--- src/rtl/acam_pkg.sv ---
// Shared definitions for the result-frame transmitter: FSM state encoding and
// the default frame sync byte.
package acam_pkg;

  typedef enum logic [2:0] {
    IDLE = 3'd0,
    SYNC = 3'd1,
    SEQ  = 3'd2,
    DATA = 3'd3,
    CHK  = 3'd4
  } tx_state_t;

  localparam logic [7:0] SYNC_BYTE_DEFAULT = 8'hA5;

endpackage

--- src/rtl/frame_chk8.sv ---
// Mod-256 running sum of the bytes of one frame; cleared at frame start and
// advanced once per accepted byte.
module frame_chk8 (
  input  logic       clk,
  input  logic       rst_n,
  input  logic       clr,
  input  logic       add_en,
  input  logic [7:0] din,
  output logic [7:0] sum
);

  always_ff @(posedge clk or negedge rst_n) begin
    if (!rst_n) begin
      sum <= '0;
    end else if (clr) begin
      sum <= '0;
    end else if (add_en) begin
      sum <= sum + din;
    end
  end

endmodule

--- src/rtl/pos_frame_tx.sv ---
// Serialises a captured set of result words into a byte frame
// (sync, seq, data bytes, optional checksum) over a valid/ready byte handshake.
module pos_frame_tx
  import acam_pkg::*;
#(
  parameter int         NUM_WORDS = 2,
  parameter int         WORD_W    = 32,
  parameter logic [7:0] SYNC_BYTE = SYNC_BYTE_DEFAULT,
  parameter int         CHK_EN    = 1
) (
  input  logic                        clk,
  input  logic                        rst_n,
  input  logic                        ena,
  input  logic [NUM_WORDS*WORD_W-1:0] data_in,
  output logic [7:0]                  byte_data,
  output logic                        byte_valid,
  input  logic                        byte_ready,
  output logic                        busy,
  output logic                        frame_done,
  output logic [7:0]                  drop_cnt
);

  localparam int BPW   = WORD_W / 8;
  localparam int NB    = NUM_WORDS * BPW;
  localparam int IDX_W = (NB > 1) ? $clog2(NB) : 1;
  localparam logic [IDX_W-1:0] LAST_IDX = IDX_W'(NB - 1);

  tx_state_t                   state;
  logic [NUM_WORDS*WORD_W-1:0] shadow;
  logic [7:0]                  seq;
  logic [IDX_W-1:0]            byte_idx;
  logic [IDX_W-1:0]            next_idx;
  logic [7:0]                  stream [NB];
  logic                        xfer;
  logic                        accept;
  logic                        chk_add;
  logic [7:0]                  chk_sum;

  assign xfer     = byte_valid & byte_ready;
  assign accept   = ena & (state == IDLE);
  assign busy     = (state != IDLE);
  assign next_idx = byte_idx + IDX_W'(1);
  assign chk_add  = xfer & ((state == SEQ) | (state == DATA));

  // Wire order of data bytes: word 0 first, each word most-significant byte first.
  always_comb begin
    for (int k = 0; k < NB; k++) begin
      stream[k] = shadow[(k / BPW) * WORD_W + (BPW - 1 - (k % BPW)) * 8 +: 8];
    end
  end

  frame_chk8 u_chk (
    .clk    (clk),
    .rst_n  (rst_n),
    .clr    (accept),
    .add_en (chk_add),
    .din    (byte_data),
    .sum    (chk_sum)
  );

  // Main frame sequencer; byte_data/byte_valid only change on a transfer, so
  // they hold steady through any number of stall cycles.
  always_ff @(posedge clk or negedge rst_n) begin
    if (!rst_n) begin
      state      <= IDLE;
      byte_data  <= '0;
      byte_valid <= 1'b0;
      frame_done <= 1'b0;
      seq        <= '0;
      byte_idx   <= '0;
      shadow     <= '0;
    end else begin
      frame_done <= 1'b0;
      case (state)
        IDLE: begin
          if (ena) begin
            shadow     <= data_in;
            byte_data  <= SYNC_BYTE;
            byte_valid <= 1'b1;
            state      <= SYNC;
          end
        end
        SYNC: begin
          if (xfer) begin
            byte_data <= seq;
            state     <= SEQ;
          end
        end
        SEQ: begin
          if (xfer) begin
            byte_idx  <= '0;
            byte_data <= stream[0];
            state     <= DATA;
          end
        end
        DATA: begin
          if (xfer) begin
            if (byte_idx == LAST_IDX) begin
              if (CHK_EN != 0) begin
                // The accumulator absorbs this byte on the same edge, so fold it in here.
                byte_data <= chk_sum + byte_data;
                state     <= CHK;
              end else begin
                byte_data  <= '0;
                byte_valid <= 1'b0;
                frame_done <= 1'b1;
                seq        <= seq + 8'd1;
                state      <= IDLE;
              end
            end else begin
              byte_idx  <= next_idx;
              byte_data <= stream[next_idx];
            end
          end
        end
        CHK: begin
          if (xfer) begin
            byte_data  <= '0;
            byte_valid <= 1'b0;
            frame_done <= 1'b1;
            seq        <= seq + 8'd1;
            state      <= IDLE;
          end
        end
        default: begin
          byte_valid <= 1'b0;
          state      <= IDLE;
        end
      endcase
    end
  end

  // Requests arriving while a frame is in flight are dropped and tallied.
  always_ff @(posedge clk or negedge rst_n) begin
    if (!rst_n) begin
      drop_cnt <= '0;
    end else if (ena && busy && (drop_cnt != 8'hFF)) begin
      drop_cnt <= drop_cnt + 8'd1;
    end
  end

endmodule

--- config.mk ---
export PLATFORM = sky130hd
export DESIGN_NAME = pos_frame_tx
export DESIGN_NICKNAME = d
export VERILOG_FILES = /design/src/rtl/acam_pkg.sv /design/src/rtl/frame_chk8.sv /design/src/rtl/pos_frame_tx.sv
export SDC_FILE = /design/constraint.sdc
export NUM_CORES = 1
export LEC_CHECK = 0
export CORE_MARGIN = 4
export CORE_UTILIZATION = 35
export DETAILED_ROUTE_END_ITERATION = 8
export PLACE_DENSITY = 0.63
export RECOVER_POWER = 100
export SETUP_SLACK_MARGIN = 0.5
export SYNTH_ARGS = -nofsm -noshare
export SYNTH_HDL_FRONTEND = slang
export SYNTH_SLANG_ARGS = --single-unit
--- constraint.sdc ---
create_clock -name clk -period 3.2 [get_ports clk]
set_clock_uncertainty 0.15 [all_clocks]
set_input_delay 0.48 -clock clk [delete_from_list [all_inputs] [get_ports clk]]
set_output_delay 0.48 -clock clk [all_outputs]
set_load 0.02 [all_outputs]
==> out/summary.md <==
Startpoint type of the worst setup path: a flop. The number of clock buffers added by TritonCTS is 9. The number of port buffers is 86. The startpoint identified for the worst register-to-register timing path is state[1].

Cells with a size suffix above 1 make up 20.4% of the layout. The worst hold path begins at seq[7]. The repair_antennas step left the layout with diodes totalling 0.

The number of nets in the synthesized netlist is 476. The number of cells on the worst reg-to-reg path is 4. The top cell types in the final layout, fill and taps aside, are 103 x dfrtp_1, 72 x mux2_2, 65 x clkdlybuf4s50_1, 25 x nor2_1, 24 x nand2_1. Along the worst path, the maximum fanout reaches 14. After layout, the worst path uses 82.2% of the clock period.

The post-synthesis sequential area ratio was 51.1%; the slew at the pin closest to its max-slew limit was 1.08 ns. For this run, the slowest stage of the critical path takes 0.67 ns. In this run the critical register-to-register path is captured at shadow[1].

IR analysis of the VDD net gives a maximum drop of 0.356 mV. Entering global routing, the biggest net connects 62 pins. The die outline area was 0.0166 mm². The die width was 129 µm.

The logs give 0 for the count of yosys warnings during synthesis and 41 for the distinct cell type count of the synthesized netlist. The layer flagged by global routing as most heavily used is met2. Cell type group with the largest total delay on the critical path: buffers and inverters. For this run, asynchronously set or reset flops after synthesis account for 100%. The run gives 3 as the H-tree depth.

Counting flops and latches in the post-synthesis netlist gives 104. The post-synthesis instance area is 0.00510 mm², and the number of max-slew violations in the final report is 0. The wire length of the first global-routing pass is 18.9 mm, and the number of nets still failing antenna checks after routing is 0. In this run the deepest clock path goes through 2 buffers. The initial utilization of the core area, before any placement, comes to 36.2%. Placed wire-length estimate: 8.69 mm. Traced cell by cell, the critical path runs through nor2_1 > nand2_1 > dlygate4sd3_1. The path with the worst hold slack has its endpoint at seq[7]. The worst hold path stage count is 1, and the final critical delay including setup and external delays is 2.63 ns. Setup repair after global routing left no endpoint under its margin. Number of endpoints with negative hold slack in the final report: 0. In the global route stage, met3 resource usage came out at 4.11%. TritonCTS built the clock tree.

The count of routing violations after the opening detailed-route iteration was 301. Summed over all failing endpoints, the final setup total negative slack is 0 ns. Dividing the detail-routed wire length by the instance count gives 17.4 µm. The library cell used most frequently in the layout, excluding fill and tap cells, is dfrtp_1. The number of synthesized flops with an enable pin was 0; the via count was 3477.

After floorplanning, the core was sized to cover 0.0141 mm². The congestion estimate from routability-driven global placement came to 0.836. For this run, the leading register cell type out of synthesis is dfrtp_1.

The logs give 23.4% for the met2 track utilization from global routing and 380 MHz for the maximum operating frequency. Final setup violation count: 0. Synthesis handed over a netlist of 396 instances. The tools report the number of nets at the end of the flow as 561.

For the number of clock sinks, the log shows 104. With fillers left out, the area of the finished cells amounts to 0.00644 mm². In this run the cell area measured after placement is 0.00614 mm². The cell sitting at the root of the clock tree is a clkbuf_16. The worst setup path is captured at an output pin. The critical path in this run is classified as reg2out. The detail-routed via count per cell is 5.23, and the number of antenna violations at the first check in global routing is 0.

The die height was 129 µm; the worst-skew pair later-pin latency was 0.35 ns. The wire length after detailed routing is 11.6 mm, and the number of buffers and inverters on the critical path is 1. The logs give 3659 for the via count of the first global-routing pass and 0 for the DRC violation count after routing.

The total iterations of the first detailed-routing run is 4, and the buffers inserted during post-CTS setup optimization is 0. Across the run, the number of max-cap violations was 0. Global-route usage over all layers: 14.7%. Summed over all layers, the global routing overflow is 0. The average size of a mapped cell is 12.9 µm², and the I/O pin count is 87. In this run the core area contains 43 standard-cell rows. The power density normalized to cell area was 997 mW/mm². The data required time of the worst path is 2.57 ns, and the static leakage power is 0.00274 µW. Clock-pin slew was measured on the worst setup and hold paths at 0.07 ns. For the flop-to-flop setup slack, the log shows 0.69 ns. The flow ran to the end, and the final reports show no timing, DRC or antenna violations.

In this run the tightest slew margin relative to its limit is 28.2%. The highest-delay cell along the critical path is dlygate4sd3_1. The synthesis-to-finish area growth works out to 26.4%. For the worst setup path, the data arrival time is 2.00 ns. For this run, global-route usage on met1 was measured as 19.9%. The min-delay analysis places its worst path in the category reg2reg.
==> flip-flops by register name, indices dropped and copies added, names as in the netlist <==
signal      cells
shadow         64
byte_idx        3
seq             8
byte_valid      1
frame_done      1
u_chk.sum       8
state           3
drop_cnt        8
byte_data       8
==> power breakdown <==
group          leakage (µW)  total, µW  internal (µW)  switching [µW]
Clock              0.000146       1120            631             491
Combinational       0.00133       2950           1570            1380
Sequential          0.00126       2350           1920             432
Total               0.00274       6420           4120            2310
==> synth_stat cells (5+ instances only) <==
cell type / instances / area (µm²)
inv_1: 8 / 30.0
clkbuf_1: 6 / 22.5
buf_2: 8 / 40.0
o21ai_0: 17 / 85.1
nand2_1: 24 / 90.1
mux2_2: 74 / 833
xnor2_1: 15 / 131
ha_1: 11 / 138
nor2_1: 25 / 93.8
a21oi_1: 21 / 105
dfrtp_1: 104 / 2600
a22o_1: 8 / 70.1
a21o_1: 5 / 37.5
nand4_1: 9 / 56.3
mux4_1: 12 / 315
==> through the flow <==
step	setup slack [ns]	power, µW	util, %	hold slack, ns	std cells
2_1_floorplan	0.861	4430	-	0.0344	396
3_3_place_gp	0.589	5290	43.6	0.321	649
3_5_place_dp	0.546	5380	43.6	0.328	649
4_1_cts	0.564	6530	45.8	0.337	665
5_1_grt	0.319	6880	45.7	0.363	665
6_report	0.571	6420	45.7	0.337	665
==> per-layer routing <==
metal	vias up	wire length, µm
li1	1642	-
met1	1746	5230
met2	80	5710
met3	9	482
met4	0	163
met5	-	0
==> worst max path at each step <==
stage / startpoint / endpoint / slack [ns] / depth (start not counted)
after floorplan: byte_data[3] / byte_data[7] / 0.86 / 7
after global placement: ena / shadow[49] / 0.59 / 4
after detailed placement: ena / shadow[11] / 0.55 / 4
after CTS: state[2] / busy / 0.56 / 3
after global routing: rst_n / shadow[44] / 0.32 / 3
final: state[1] / busy / 0.57 / 3
==> layout make-up <==
type / instances / area, µm²
Fill cell: 1302 / 7650
Sequential cell: 104 / 2600
Multi-Input combinational cell: 265 / 2360
Timing Repair Buffer: 92 / 916
Clock buffer: 10 / 239
Tap cell: 180 / 225
Clock inverter: 5 / 63.8
Inverter: 9 / 33.8
==> kinds of logic after synthesis <==
group           after synthesis  synth area share, %
simple gates                 74                 6.56
fa+ha+maj                    12                 3.09
compound gates               69                 8.89
xor+xnor                     19                 3.27
mux                          91                 24.5
flops                       104                 51.1
buf+inv                      27                 2.63
==> what timing repair did <==
item / in CTS / in global routing
gates resized for setup: 0 / 1
hold buffers: 1 / 0
endpoints found under the setup margin: 0 / 1
hold endpoints to repair: 33 / 0
Power figures use the tool's default switching activity.
